===== config.mk =====
export PLATFORM = sky130hd
export DESIGN_NAME = adder_sum_accumulator_flat
export DESIGN_NICKNAME = d
export VERILOG_FILES = /design/src/rtl/adder_acc_pkg.sv /design/src/rtl/adder_sum_accumulator_if.sv /design/src/rtl/adder_sum_accumulator.sv /design/src/flat_wrapper.sv
export SDC_FILE = /design/constraint.sdc
export NUM_CORES = 1
export LEC_CHECK = 0
export CORE_MARGIN = 2
export CORE_UTILIZATION = 52
export CTS_CLUSTER_SIZE = 10
export DETAILED_ROUTE_END_ITERATION = 8
export PLACE_DENSITY = 0.8
export SLEW_MARGIN = 20
export SYNTH_ARGS = -nofsm -noshare
export SYNTH_HDL_FRONTEND = slang
export SYNTH_SLANG_ARGS = --single-unit

===== constraint.sdc =====
create_clock -name clk_i -period 2.3 [get_ports clk_i]
set_input_delay 0.345 -clock clk_i [delete_from_list [all_inputs] [get_ports clk_i]]
set_output_delay 0.345 -clock clk_i [all_outputs]
set_load 0.05 [all_outputs]

===== src/rtl/adder_acc_pkg.sv =====
// Shared types and arithmetic for the adder sum accumulator.
// sat_add works at a fixed maximum width; callers pass their real width and take the low bits.
package adder_acc_pkg;

  typedef enum logic [1:0] {
    IDLE,
    ACCUM,
    HOLD
  } state_e;

  localparam int unsigned MAX_ACC_W = 64;

  // Returns {ovf, result}. Both inputs must already fit in acc_w bits.
  // On carry out of bit acc_w-1 the result clamps to all-ones.
  function automatic logic [MAX_ACC_W:0] sat_add(
    input logic [MAX_ACC_W-1:0] acc,
    input logic [MAX_ACC_W-1:0] sum,
    input logic [6:0]           acc_w
  );
    logic [MAX_ACC_W:0] full;
    logic [MAX_ACC_W:0] ones;
    full = {1'b0, acc} + {1'b0, sum};
    ones = ((MAX_ACC_W + 1)'(1) << acc_w) - (MAX_ACC_W + 1)'(1);
    if (full[acc_w]) begin
      return {1'b1, ones[MAX_ACC_W-1:0]};
    end
    return {1'b0, full[MAX_ACC_W-1:0]};
  endfunction

endpackage


===== src/rtl/adder_sum_accumulator_if.sv =====
// Upstream sum handshake and downstream result handshake of the accumulator.
// The accumulator sits on the slave side; the producer/consumer pair drives the master side.
interface adder_sum_accumulator_if #(
  parameter int Width    = 8,
  parameter int AccWidth = 16,
  parameter int MaxLen   = 16
);
  localparam int LenWidth = $clog2(MaxLen + 1);

  logic [Width-1:0]    sum_i;
  logic                sum_valid_i;
  logic                sum_ready_o;
  logic [LenWidth-1:0] len_i;
  logic [AccWidth-1:0] acc_o;
  logic                acc_valid_o;
  logic                acc_ready_i;
  logic                ovf_o;
  logic [LenWidth-1:0] count_o;

  modport master (
    output sum_i, sum_valid_i, len_i, acc_ready_i,
    input  sum_ready_o, acc_o, acc_valid_o, ovf_o, count_o
  );

  modport slave (
    input  sum_i, sum_valid_i, len_i, acc_ready_i,
    output sum_ready_o, acc_o, acc_valid_o, ovf_o, count_o
  );
endinterface


===== src/rtl/adder_sum_accumulator.sv =====
// Accumulates blocks of adder sums into a saturating register and hands each
// block total downstream with a sticky overflow flag.
module adder_sum_accumulator
  import adder_acc_pkg::*;
#(
  parameter int Width    = 8,
  parameter int AccWidth = 16,
  parameter int MaxLen   = 16
) (
  input  logic                    clk_i,
  input  logic                    rst_i,
  adder_sum_accumulator_if.slave  bus
);
  localparam int LenWidth = $clog2(MaxLen + 1);

  state_e              state_q, state_d;
  logic [AccWidth-1:0] acc_q, acc_d;
  logic                ovf_q, ovf_d;
  logic [LenWidth-1:0] count_q, count_d;
  logic [LenWidth-1:0] len_q, len_d;
  logic                sum_ready_q, sum_ready_d;
  logic                acc_valid_q, acc_valid_d;

  logic                accept;
  logic                emit;
  logic [LenWidth-1:0] len_clamp;
  logic [LenWidth-1:0] count_inc;
  logic [MAX_ACC_W:0]  add_res;
  logic                add_unused;

  assign accept    = bus.sum_valid_i && sum_ready_q;
  assign emit      = acc_valid_q && bus.acc_ready_i;
  assign count_inc = count_q + LenWidth'(1);
  assign add_res   = sat_add(MAX_ACC_W'(acc_q), MAX_ACC_W'(bus.sum_i), 7'(AccWidth));
  assign add_unused = ^add_res;

  // A zero length still makes a one-sample block; oversize lengths clamp to MaxLen.
  always_comb begin
    len_clamp = bus.len_i;
    if (bus.len_i == '0) begin
      len_clamp = LenWidth'(1);
    end else if (bus.len_i > LenWidth'(MaxLen)) begin
      len_clamp = LenWidth'(MaxLen);
    end
  end

  // NOTE: every output of this block gets a default first, so no path leaves one unassigned (no latches).
  always_comb begin
    state_d = state_q;
    acc_d   = acc_q;
    ovf_d   = ovf_q;
    count_d = count_q;
    len_d   = len_q;
    unique case (state_q)
      IDLE: begin
        if (accept) begin
          len_d   = len_clamp;
          acc_d   = AccWidth'(bus.sum_i);
          ovf_d   = 1'b0;
          count_d = LenWidth'(1);
          state_d = (len_clamp == LenWidth'(1)) ? HOLD : ACCUM;
        end
      end
      ACCUM: begin
        if (accept) begin
          acc_d   = add_res[AccWidth-1:0];
          ovf_d   = ovf_q | add_res[MAX_ACC_W];
          count_d = count_inc;
          if (count_inc == len_q) begin
            state_d = HOLD;
          end
        end
      end
      HOLD: begin
        if (emit) begin
          count_d = '0;
          state_d = IDLE;
        end
      end
      default: state_d = IDLE;
    endcase
    sum_ready_d = (state_d != HOLD);
    acc_valid_d = (state_d == HOLD);
  end

  // NOTE: state flops use non-blocking assignments so every flop samples pre-edge values.
  always_ff @(posedge clk_i or posedge rst_i) begin
    if (rst_i) begin
      state_q     <= IDLE;
      acc_q       <= '0;
      ovf_q       <= 1'b0;
      count_q     <= '0;
      len_q       <= LenWidth'(1);
      sum_ready_q <= 1'b1;
      acc_valid_q <= 1'b0;
    end else begin
      state_q     <= state_d;
      acc_q       <= acc_d;
      ovf_q       <= ovf_d;
      count_q     <= count_d;
      len_q       <= len_d;
      sum_ready_q <= sum_ready_d;
      acc_valid_q <= acc_valid_d;
    end
  end

  assign bus.sum_ready_o = sum_ready_q;
  assign bus.acc_valid_o = acc_valid_q;
  assign bus.acc_o       = acc_q;
  assign bus.ovf_o       = ovf_q;
  assign bus.count_o     = count_q;

endmodule


===== src/flat_wrapper.sv =====
// flat-port wrapper written by rule: the top's interface ports become plain ports
module adder_sum_accumulator_flat import adder_acc_pkg::*;
#(
  parameter int Width    = 8,
  parameter int AccWidth = 16,
  parameter int MaxLen   = 16
)
  (clk_i, rst_i, bus_sum_i, bus_sum_valid_i, bus_len_i, bus_acc_ready_i, bus_sum_ready_o, bus_acc_o, bus_acc_valid_o, bus_ovf_o, bus_count_o);
  adder_sum_accumulator_if #(.Width(Width), .AccWidth(AccWidth), .MaxLen(MaxLen)) bus_i ();
  input  logic clk_i;
  input  logic rst_i;
  input wire logic [$bits(bus_i.sum_i)-1:0] bus_sum_i;
  input wire logic [$bits(bus_i.sum_valid_i)-1:0] bus_sum_valid_i;
  input wire logic [$bits(bus_i.len_i)-1:0] bus_len_i;
  input wire logic [$bits(bus_i.acc_ready_i)-1:0] bus_acc_ready_i;
  output wire logic [$bits(bus_i.sum_ready_o)-1:0] bus_sum_ready_o;
  output wire logic [$bits(bus_i.acc_o)-1:0] bus_acc_o;
  output wire logic [$bits(bus_i.acc_valid_o)-1:0] bus_acc_valid_o;
  output wire logic [$bits(bus_i.ovf_o)-1:0] bus_ovf_o;
  output wire logic [$bits(bus_i.count_o)-1:0] bus_count_o;
  assign bus_i.sum_i = bus_sum_i;
  assign bus_i.sum_valid_i = bus_sum_valid_i;
  assign bus_i.len_i = bus_len_i;
  assign bus_i.acc_ready_i = bus_acc_ready_i;
  assign bus_sum_ready_o = bus_i.sum_ready_o;
  assign bus_acc_o = bus_i.acc_o;
  assign bus_acc_valid_o = bus_i.acc_valid_o;
  assign bus_ovf_o = bus_i.ovf_o;
  assign bus_count_o = bus_i.count_o;
  adder_sum_accumulator #(.Width(Width), .AccWidth(AccWidth), .MaxLen(MaxLen)) u_core (.clk_i(clk_i), .rst_i(rst_i), .bus(bus_i));
endmodule

==> summary.md <==
| Metric | Value |
|---|---|
| Run status | `completed` |
| Final Total Pwr | `0.003781 W` |
| Reg2reg start | `u_core.state_q[0]` |
| PortBufs | `40` |
| CTS tree | `built` |
| Pwr Density | `~1300 mW/mm2` |
| Initial Utilization | `0.5518` |
| Clock Skew | `0.002439 ns` |
| Synth Register Bits | `31` |
| Residual DRC count | `0` |
| Worst slew pin tran | `just under 0.8 ns` |
| VDD IR max | `0.9641 mV` |
| Worst path slowest cell | `clkdlybuf4s50_1` |
| Worst Hold Depth | `3` |
| Gpl congestion | `about 0.9` |
| Clock power frac | `0.115` |
| Critical-path cell list | `clkdlybuf4s50_1 > ha_1 > a21oi_1 > and2b_1 > a31oi_2 > o32a_4 > o311ai_0 > nand3_1` |
| Commonest non-fill, non-tap cell in the layout | `clkdlybuf4s50_1` |
| Slowest stage delay, CP | `0.47 ns` |
| Vias in the first global route | `2,025` |
| Initial antenna violation count | `0` |
| Core area | `0.003744 mm2` |
| Final WL | `5374 um` |
| Period utilization | `0.9544` |
| EDFF count, synth | `0` |
| Endpoint, Worst Hold | `u_core.bus.acc_o[0]` |
| WHS | `0.3921 ns` |
| Commonest cells after routing, fill and taps aside | `clkdlybuf4s50_1, nand2_1, dfrtp_1` |
| Synth Flop Type | `dfrtp_1` |
| Synth Instances | `~240` |
| Register area share after synthesis | `0.3767` |
| Arrival time at the worst endpoint | `2.35 ns` |
| First-pass GRT wire length | `9108 um` |
| Synthesized area per cell | `8.680 um2` |
| Length in cells of the worst reg-to-reg path | `5` |
| Number of diodes | `0` |
| CTS root buffer | `clkbuf_8` |
| Pin count of the biggest net entering global routing | `19` |
| Period minus WS final | `2.195 ns` |
| Syn nets | `269` |
| CP endpoint kind | `flip-flop` |
| Fin. max-slew vios | `0` |
| Internal power | `0.001990 W` |
| Setup Total Neg Slack | `0 ns` |
| RSZ-0062 raised after global routing | `yes` |
| Slew headroom | `0.4700` |
| Inserted Clock Buffers | `5` |
| Drt via density | `roughly 5.7` |
| DRT iter0 DRCs | `182` |
| Net Sw Frac | `0.4736` |
| CTS Hold Buffers Added | `0` |
| Crit Path Category | `in -> reg` |
| Hold/Removal Path Class | `in -> reg` |
| Layout Area Growth over Synthesis | `36.71%` |
| Final setup violation count | `0` |
| Sw Pwr | `0.001791 W` |
| Worst Hold Launch | `bus_sum_i[0]` |
| Worst endpoint required time | `2.46 ns` |
| Num rows | `22` |
| Router iterations before antenna repair | `4` |
| Via count | `2,029` |
| R2r endpoint | `u_core.bus.acc_o[14]` |
| Final worst-path setup slack | `approximately 0.10 ns` |
| Mapped cell area | `0.002066 mm2` |
| Bufs on Longest Clock Path | `2` |
| Asr flop ratio synth | `1.000` |
| CTS sink cnt | `31` |
| Final hold vios | `0` |
| Worst setup SP type | `input port` |
| Global route overflow | `0` |
| Fraction of layout cells with a size suffix above 1 | `0.1629` |
| Sequential power share | `0.239` |
| Clock transition at path regs | `around 0.060 ns` |
| Die width | `67.03 um` |
| Routed WL per cell | `between 15 and 20 um` |
| Hpwl dp | `4049 um` |
| Synth warn | `0` |
| Max Fclk | `approximately 460 MHz` |
| CP Max Fanout | `8` |
| H-tree depth | `2` |
| Die area | `~0.0045 mm2` |
| Flop-to-flop setup slack | `0.15 ns` |
| Routed Antenna Nets | `0` |
| Max cap viols | `0` |
| Leakage | `between 1 and 1.5 nW` |
| Fin nets | `338` |
| Io pins | `41` |
| Worst-skew pair later-pin latency | `0.29 ns` |
| Die H | `67.03 um` |
| Comb pwr share | `0.645` |
| Post-Place Worst Slack | `-0.3393 ns` |
| GRT Overall Usage | `0.2675` |
| Synth unique cells | `49` |
[cell usage after synthesis (all sizes together), types with 4 or more instances]
master / instances / area, um2
nand2: 37 / 138.9
dfrtp: 29 / 725.7
a21oi: 24 / 120.1
nor2: 18 / 67.56
o21ai: 16 / 83.83
ha: 13 / 162.7
inv: 9 / 33.78
nand3: 9 / 45.04
xnor2: 8 / 70.07
a21o: 7 / 53.80
a31oi: 6 / 43.79
or3: 6 / 38.79
and3: 5 / 31.28
clkbuf: 5 / 28.77
nor3: 4 / 20.02
xor2: 4 / 35.03
[cell families (layout without fill, tap and decap cells)]
| group | Yosys count | in the layout | synth area share |
|---|---|---|---|
| AO/OA/AOI/OAI | 74 | 74 | 0.2374 |
| XOR/XNOR | 12 | 12 | 0.05088 |
| adder cells (fa/ha/maj) | 14 | 14 | 0.08843 |
| buffers and inverters | 14 | 83 | 0.03028 |
| flip-flops | 31 | 31 | 0.3767 |
| multiplexers | 2 | 2 | 0.01030 |
| AND/OR/NAND/NOR | 91 | 91 | 0.2059 |
[power groups by stage]
stage,registers (W),logic [W],clock network (W)
final,0.000905,0.00244,0.000436
after global routing,0.000929,0.00266,0.000459
after CTS,0.000903,0.00237,0.000444
after detailed placement,0.000911,0.00234,0
after global placement,0.000898,0.00229,0
after floorplan,0.00128,0.00116,0
[layer usage]
layer  GRT usage  vias up  share of wire
li1            -     1005              -
met1      0.3489      957           0.45
met5           0        -              0
met2      0.4394       56           0.49
met4      0.1020        0          0.019
met3     0.04561       11          0.041
[registers in the layout, indices dropped and copies added, names as in the netlist]
name / count
u_core.state_q: 2
u_core.bus.acc_valid_o: 1
u_core.len_q: 5
u_core.bus.sum_ready_o: 1
u_core.bus.acc_o: 16
u_core.bus.count_o: 5
u_core.bus.ovf_o: 1
[worst max-delay path, delay by kind of cell]
kind	cells	cell delay, ns
buffers and inverters	1	0.47
adders and majority gates	1	0.30
AOI/OAI and AO/OA	4	0.89
and+or+nand+nor	2	0.34
[how the worst max path moves through the flow]
stage / startpoint / endpoint / cells after the start
final: bus_sum_i[1] / u_core.bus.acc_o[13] / 8
after global routing: bus_sum_i[4] / u_core.bus.acc_o[14] / 8
after CTS: bus_sum_i[0] / u_core.bus.acc_o[3] / 10
after detailed placement: bus_sum_i[0] / u_core.bus.acc_o[3] / 10
after global placement: bus_sum_i[0] / u_core.bus.acc_o[4] / 10
after floorplan: u_core.bus.acc_o[1] / u_core.bus.acc_o[13] / 7
[cell type report]
class | instances | area [um2]
sequential | 31 | 779.5
fill | 288 | 919.6
timing repair buffer | 67 | 609.3
multi-input combinational | 193 | 1254
clock inverter | 1 | 5.005
tap | 48 | 60.06
inverter | 9 | 33.78
clock buffer | 6 | 82.58
[timing repair]
action | 4_1_cts | 5_1_grt
gates cloned | 0 | 0
buffers inserted | 0 | 1
setup endpoints to repair | 7 | 16
resized for setup | 1 | 9
pin swaps | 1 | 4
[stage by stage]
stage / cell area (um2) / std cells / utilization
finish: 2824 / 355 / 0.7543
global route: 2824 / 355 / 0.7543
CTS: 2788 / 354 / 0.7447
detailed placement: 2694 / 347 / 0.7196
global placement: 2694 / 347 / 0.7196
floorplan: 2067 / 238 / -
No activity file was read; power rests on OpenSTA's default activity.
